**config.mk**
```make
export PLATFORM = sky130hd
export DESIGN_NAME = debug_controller
export DESIGN_NICKNAME = d
export VERILOG_FILES = /design/src/rtl/dbg_pkg.sv /design/src/rtl/dbg_wait_counter.sv /design/src/rtl/debug_controller.sv
export SDC_FILE = /design/constraint.sdc
export NUM_CORES = 1
export LEC_CHECK = 0
export BUFFER_PORTS_ARGS = -buffer_cell sky130_fd_sc_hd__buf_4
export CORE_ASPECT_RATIO = 1.2
export CORE_MARGIN = 2
export CORE_UTILIZATION = 42
export DETAILED_ROUTE_END_ITERATION = 10
export GPL_TIMING_DRIVEN = 0
export HOLD_SLACK_MARGIN = 0.02
export PLACE_DENSITY = 0.78
export SYNTH_ARGS = -nofsm -noshare
export SYNTH_HDL_FRONTEND = slang
export SYNTH_SLANG_ARGS = --single-unit
```
**constraint.sdc**
```tcl
create_clock -name iClk -period 1.7 [get_ports iClk]
set_input_delay 0.17 -clock iClk [delete_from_list [all_inputs] [get_ports iClk]]
set_output_delay 0.17 -clock iClk [all_outputs]
set_load 0.01 [all_outputs]
```
**src/rtl/dbg_pkg.sv**
```systemverilog
// rtl/dbg_pkg.sv - shared types for the processor debug-port controller
package dbg_pkg;

    localparam int unsigned DBG_CNT_W = 5;

    typedef enum logic [2:0] {
        OP_NOP     = 3'd0,
        OP_HALT    = 3'd1,
        OP_RESUME  = 3'd2,
        OP_EXEC    = 3'd3,
        OP_REG_RD  = 3'd4,
        OP_REG_WR  = 3'd5,
        OP_RESET   = 3'd6,
        OP_ILLEGAL = 3'd7
    } dbg_op_e;

    typedef enum logic [2:0] {
        ST_IDLE       = 3'd0,
        ST_DRAIN      = 3'd1,
        ST_EXEC_ISSUE = 3'd2,
        ST_REG_RD     = 3'd3,
        ST_REG_WR     = 3'd4,
        ST_RST_HOLD   = 3'd5,
        ST_INIT       = 3'd6,
        ST_RESP       = 3'd7
    } dbg_state_e;

    typedef struct packed {
        dbg_op_e     op;
        logic [4:0]  addr;
        logic [31:0] data;
    } dbg_cmd_t;

    typedef struct packed {
        logic [31:0] data;
        logic        err;
    } dbg_rsp_t;

endpackage

```
**src/rtl/dbg_wait_counter.sv**
```systemverilog
// rtl/dbg_wait_counter.sv - loadable down-counter with zero flag for drain and reset holds
module dbg_wait_counter
    import dbg_pkg::*;
(
    input  logic                 clk_i,
    input  logic                 rst_ni,
    input  logic                 load_i,
    input  logic [DBG_CNT_W-1:0] load_val_i,
    input  logic                 en_i,
    output logic                 zero_o
);

    logic [DBG_CNT_W-1:0] cnt_q;
    logic [DBG_CNT_W-1:0] cnt_d;

    // Load wins over decrement; the count saturates at zero.
    always_comb begin
        cnt_d = cnt_q;
        if (load_i) begin
            cnt_d = load_val_i;
        end else if (en_i && (cnt_q != '0)) begin
            cnt_d = cnt_q - 1'b1;
        end
    end

    // Count register.
    always_ff @(posedge clk_i or negedge rst_ni) begin
        if (!rst_ni) begin
            cnt_q <= '0;
        end else begin
            cnt_q <= cnt_d;
        end
    end

    assign zero_o = (cnt_q == '0);

endmodule

```
**src/rtl/debug_controller.sv**
```systemverilog
// rtl/debug_controller.sv - host command sequencer driving the processor debug port
module debug_controller
    import dbg_pkg::*;
#(
    parameter int unsigned DRAIN_CYCLES = 5,
    parameter int unsigned RST_CYCLES   = 4
) (
    input  logic        iClk,
    input  logic        nRst,
    input  logic        iCmd_valid,
    output logic        oCmd_ready,
    input  logic [2:0]  iCmd_op,
    input  logic [4:0]  iCmd_addr,
    input  logic [31:0] iCmd_data,
    output logic        oRsp_valid,
    input  logic        iRsp_ready,
    output logic [31:0] oRsp_data,
    output logic        oRsp_err,
    output logic        oDBG_nRst,
    output logic        oDBG_halt,
    output logic        oDBG_exec,
    output logic        oDBG_req_init,
    output logic        oDBG_regWrite,
    output logic [31:0] oDBG_ins,
    output logic [4:0]  oDBG_rdAddr,
    output logic [31:0] oDBG_rdValue,
    output logic [4:0]  oDBG_rsAddr,
    input  logic [31:0] iDBG_rsValue
);

    // The counter runs from N-1 down to 0, so the wait state lasts N cycles.
    localparam logic [DBG_CNT_W-1:0] DRAIN_LOAD = DBG_CNT_W'(DRAIN_CYCLES - 1);
    localparam logic [DBG_CNT_W-1:0] RST_LOAD   = DBG_CNT_W'(RST_CYCLES - 1);

    dbg_state_e  state_q, state_d;
    logic        halted_q, halted_d;
    logic [4:0]  addr_q, addr_d;
    logic [31:0] data_q, data_d;
    dbg_rsp_t    rsp_q, rsp_d;

    dbg_cmd_t              cmd_in;
    logic                  cnt_load;
    logic [DBG_CNT_W-1:0]  cnt_load_val;
    logic                  cnt_en;
    logic                  cnt_zero;

    assign cmd_in = '{op: dbg_op_e'(iCmd_op), addr: iCmd_addr, data: iCmd_data};

    dbg_wait_counter u_wait (
        .clk_i      (iClk),
        .rst_ni     (nRst),
        .load_i     (cnt_load),
        .load_val_i (cnt_load_val),
        .en_i       (cnt_en),
        .zero_o     (cnt_zero)
    );

    // Next-state logic: command decode in IDLE, then op sequencing until RESP.
    always_comb begin
        state_d      = state_q;
        halted_d     = halted_q;
        addr_d       = addr_q;
        data_d       = data_q;
        rsp_d        = rsp_q;
        cnt_load     = 1'b0;
        cnt_load_val = '0;
        cnt_en       = 1'b0;
        case (state_q)
            ST_IDLE: begin
                if (iCmd_valid) begin
                    addr_d  = cmd_in.addr;
                    data_d  = cmd_in.data;
                    rsp_d   = '0;
                    state_d = ST_RESP;
                    case (cmd_in.op)
                        OP_NOP: begin
                        end
                        OP_HALT: begin
                            // A redundant HALT answers at once without re-draining.
                            if (!halted_q) begin
                                halted_d     = 1'b1;
                                cnt_load     = 1'b1;
                                cnt_load_val = DRAIN_LOAD;
                                state_d      = ST_DRAIN;
                            end
                        end
                        OP_RESUME: begin
                            halted_d = 1'b0;
                        end
                        OP_EXEC: begin
                            if (halted_q) state_d = ST_EXEC_ISSUE;
                            else          rsp_d.err = 1'b1;
                        end
                        OP_REG_RD: begin
                            if (halted_q) state_d = ST_REG_RD;
                            else          rsp_d.err = 1'b1;
                        end
                        OP_REG_WR: begin
                            if (halted_q) state_d = ST_REG_WR;
                            else          rsp_d.err = 1'b1;
                        end
                        OP_RESET: begin
                            cnt_load     = 1'b1;
                            cnt_load_val = RST_LOAD;
                            state_d      = ST_RST_HOLD;
                        end
                        default: begin
                            rsp_d.err = 1'b1;
                        end
                    endcase
                end
            end
            ST_DRAIN: begin
                cnt_en = 1'b1;
                if (cnt_zero) state_d = ST_RESP;
            end
            ST_EXEC_ISSUE: begin
                cnt_load     = 1'b1;
                cnt_load_val = DRAIN_LOAD;
                state_d      = ST_DRAIN;
            end
            ST_REG_RD: begin
                rsp_d.data = iDBG_rsValue;
                state_d    = ST_RESP;
            end
            ST_REG_WR: begin
                state_d = ST_RESP;
            end
            ST_RST_HOLD: begin
                cnt_en = 1'b1;
                if (cnt_zero) state_d = ST_INIT;
            end
            ST_INIT: begin
                state_d = ST_RESP;
            end
            ST_RESP: begin
                if (iRsp_ready) state_d = ST_IDLE;
            end
            default: begin
                state_d = ST_IDLE;
            end
        endcase
    end

    // State, halted flag, latched command fields and response payload.
    always_ff @(posedge iClk or negedge nRst) begin
        if (!nRst) begin
            state_q  <= ST_IDLE;
            halted_q <= 1'b0;
            addr_q   <= '0;
            data_q   <= '0;
            rsp_q    <= '0;
        end else begin
            state_q  <= state_d;
            halted_q <= halted_d;
            addr_q   <= addr_d;
            data_q   <= data_d;
            rsp_q    <= rsp_d;
        end
    end

    // Debug-port strobes decode directly from the current state.
    always_comb begin
        oCmd_ready    = 1'b0;
        oRsp_valid    = 1'b0;
        oDBG_nRst     = 1'b1;
        oDBG_exec     = 1'b0;
        oDBG_req_init = 1'b0;
        oDBG_regWrite = 1'b0;
        case (state_q)
            ST_IDLE:       oCmd_ready    = 1'b1;
            ST_EXEC_ISSUE: oDBG_exec     = 1'b1;
            ST_REG_WR:     oDBG_regWrite = 1'b1;
            ST_RST_HOLD:   oDBG_nRst     = 1'b0;
            ST_INIT:       oDBG_req_init = 1'b1;
            ST_RESP:       oRsp_valid    = 1'b1;
            default: begin
            end
        endcase
    end

    assign oDBG_halt    = halted_q;
    assign oDBG_ins     = data_q;
    assign oDBG_rdValue = data_q;
    assign oDBG_rdAddr  = addr_q;
    assign oDBG_rsAddr  = addr_q;
    assign oRsp_data    = rsp_q.data;
    assign oRsp_err     = rsp_q.err;

endmodule

```
==> impl_metrics.toml <==
[critical_path]
reg2reg_depth = 6
worstPathMaxFanout = 4
critPathKind = "reg -> reg"
cp-start-kind = "register"
timing.rr.start = "u_wait.cnt_q[1]"
reg2reg_slack_ns = 0.04
worst-endpoint-arrival_ns = 1.91
cpPeakStageDelay_ns = 0.43
cp.depth = 6
cp.required_ns = 1.94
path_buf_inv = 1
critical-path-top-delay-family = "simple AND/OR/NAND/NOR gates"
end_kind = "register"
critPathSlowestCell = "dfrtp_1"
rr_endpoint = "state_q[1]"
crit_chain = "inv_2, ha_1, nor4b_4, or2b_1, o211ai_1, o32ai_1"
endpoint = "state_q[1]"
critPathLaunch = "u_wait.cnt_q[1]"

[yosys]
synth-main-ff-cell = "dfrtp_1"
syn-num-nets = 509
yosys_register_bits = 79
synth_edf_count = 0
synth_area_um2 = 3810
synth_cell_type_count = 42
avgSynthCellArea_um2 = 8.87
synth_seq_area_share_pct = 51.9
synth_top_area_cell = "dfrtp_1"
synthDominantCellAreaShare_pct = 51.9
yosysWarnings = 0
syn_inst = 430
ys_top_cells_by_area = "dfrtp_1 52%, nand2_1 18%, buf_4 7.3%, o21ai_1 4.1%, buf_6 2.7%"
synth-async-reset-ratio_pct = 100

[power]
switching_share_pct = 37.7
pwr_density_cell_nw_per_um2 = 1620
pwr-share-comb_pct = 53.0
leakage_nw = 3.25
p_sw_w = 0.00375
intPower_w = 0.00619
worst_ir_drop_vdd_mv = 0.693
seqPwrFrac_pct = 34.3
power_frac_clock_pct = 12.7

[placement]
place_ws_ns = -0.200
dp_hpwl_um = 7720
globalplace.congestion = 0.798
portBuffers = 188

[detailed_routing]
first_iter_violations = 135
vias = 3789
wl_per_cell_um = 14.3
drc = 0
ant_nets = 0
dr.pass1.iters = 4
postRouteWirelength_um = 11500
via_per_inst = 4.69

[sta]
fin_tns_setup_ns = 0
fin_skew_ns = 0.0101
finalHoldViolations = 0
maxSlewViolCount = 0
period_minus_slack_ns = 1.66
post-route-period-util_pct = 97.9
slew_headroom_pct = 33.4
setup_violations = 0
rsz0062_at_grt = "yes"
setup_ws_ns = 0.0354
fmax_ghz = 0.601
worst_pin_slew_ns = 0.999

[clocking]
root_buffer = "clkbuf_8"
cts_buffers = 9
cts_tree = "built"
clock-sinks = 79
clk_latency_ns = 0.35
clk_pin_slew_ns = 0.08
cts_buffer_depth = 2
htreeDepth = 3

[final_layout]
fin_nets = 762
drive_gt1_share_pct = 40.3
syn_to_final_growth_pct = 60.5
nFillCells = 718
antenna_cells = 0

[run_status]
outcome = "finished, final reports clean"

[die]
die_w_um = 91.0
io_pins = 190
coreArea_um2 = 8940
die_y_um = 108
start_util_pct = 42.7
num_rows = 38
die_area_um2 = 9860

[run]
max_cap_violations = 0

[global_routing]
grt-ovfl-total = 0
antenna_found_initial = 0
grt_use_total_pct = 22.7
grt_max_degree = 80
grt_pass1_wl_um = 17900
grt_pass1_vias = 3653

[min_path]
hp-class = "in -> reg"
power groups by stage:
stage / Sequential, W / Clock, W / Combinational, W
6_report: 0.00341 / 0.00126 / 0.00527
5_1_grt: 0.00352 / 0.00138 / 0.00570
4_1_cts: 0.00337 / 0.00129 / 0.00519
3_5_place_dp: 0.00341 / 0 / 0.00504
3_3_place_gp: 0.00335 / 0 / 0.00490
2_1_floorplan: 0.00366 / 0 / 0.00223
cells by family (layout without fill, tap and decap cells):
logic type,after synthesis,in the layout,share of synthesized area (%)
AO/OA/AOI/OAI,55,55,8.24
XOR/XNOR,6,6,1.38
adder cells (fa/ha/maj),3,3,0.985
buffers and inverters,70,328,12.5
flip-flops,79,79,51.9
AND/OR/NAND/NOR,217,217,25.1
cells in the final DEF, fill, tap and decap left out, types with 6 or more instances in the layout:
cell type / n
dlygate4sd3_1: 50
buf_4: 229
inv_1: 6
dfrtp_1: 78
buf_6: 9
nand2_1: 179
clkbuf_2: 6
o21ai_1: 31
clkbuf_8: 11
cell usage after synthesis, drive strengths merged, types with 5 or more instances:
library cell	number
xnor2	5
nor3	6
inv	8
nand2b	5
a21oi	5
and3	5
clkbuf	10
buf	52
nor2	6
o21ai	37
nand2	179
dfrtp	79
worst register-to-register path: cells and delay by family (launching register included):
kind	cells	cell delay, ns
DFF	1	0.43
buffers and inverters	1	0.08
adders and majority gates	1	0.14
AOI/OAI and AO/OA	2	0.43
and+or+nand+nor	2	0.47
how the worst min path moves through the flow:
stage / startpoint / endpoint / slack, ns / cells after the start
after floorplan: nRst / oDBG_halt / -0.13 / 0
after global placement: iCmd_data[5] / oDBG_ins[5] / 0.36 / 3
after detailed placement: iCmd_addr[3] / oDBG_rdAddr[3] / 0.36 / 3
after CTS: iCmd_data[24] / oDBG_ins[24] / 0.02 / 3
after global routing: iDBG_rsValue[0] / oRsp_data[0] / 0.02 / 3
final: iDBG_rsValue[0] / oRsp_data[0] / 0.03 / 3
flip-flops by register name (all words and copies together), names as in the netlist:
name and flops:
oDBG_halt 1, oDBG_ins 32, oDBG_rdAddr 5, oRsp_data 32, oRsp_err 1, state_q 3
u_wait.cnt_q 5
through the flow:
step | hold WS (ns) | total power [W] | cells | cell area, um^2 | util [%]
after floorplan | -0.126 | 0.00590 | 430 | 3810 | -
after global placement | 0.361 | 0.00825 | 738 | 5370 | 60.1
after detailed placement | 0.363 | 0.00845 | 738 | 5370 | 60.1
after CTS | 0.0219 | 0.00985 | 805 | 6060 | 67.8
after global routing | 0.0202 | 0.0106 | 808 | 6120 | 68.5
final | 0.0318 | 0.00994 | 808 | 6120 | 68.5
timing repair:
item	4_1_cts	5_1_grt
setup endpoints to repair	13	43
pin swaps	2	1
endpoints found under the hold margin	63	2
buffers inserted	3	1
hold buffers	48	2
resized for setup	4	17
layer usage:
metal | vias to the layer above | share of wire (%) | global-route usage (%)
met5 | - | 0 | 0
met1 | 1782 | 39 | 26.8
li1 | 1852 | - | -
met2 | 139 | 54 | 41.1
met4 | 0 | 1.6 | 8.87
met3 | 16 | 5.0 | 3.97
layout make-up:
class                   instances  area [um^2]  share of cell area, %
plain buffers                  62          465                   7.61
clock buffers                  11          141                   2.31
clock inverters                 5         31.3                  0.511
inverters                       8         30.0                  0.491
multi-input cells             281         1380                   22.6
flip-flops and latches         79         1980                   32.3
well taps                     120          150                   2.45
repair buffers                242         1940                   31.7
No activity file was read; power rests on OpenSTA's default activity.
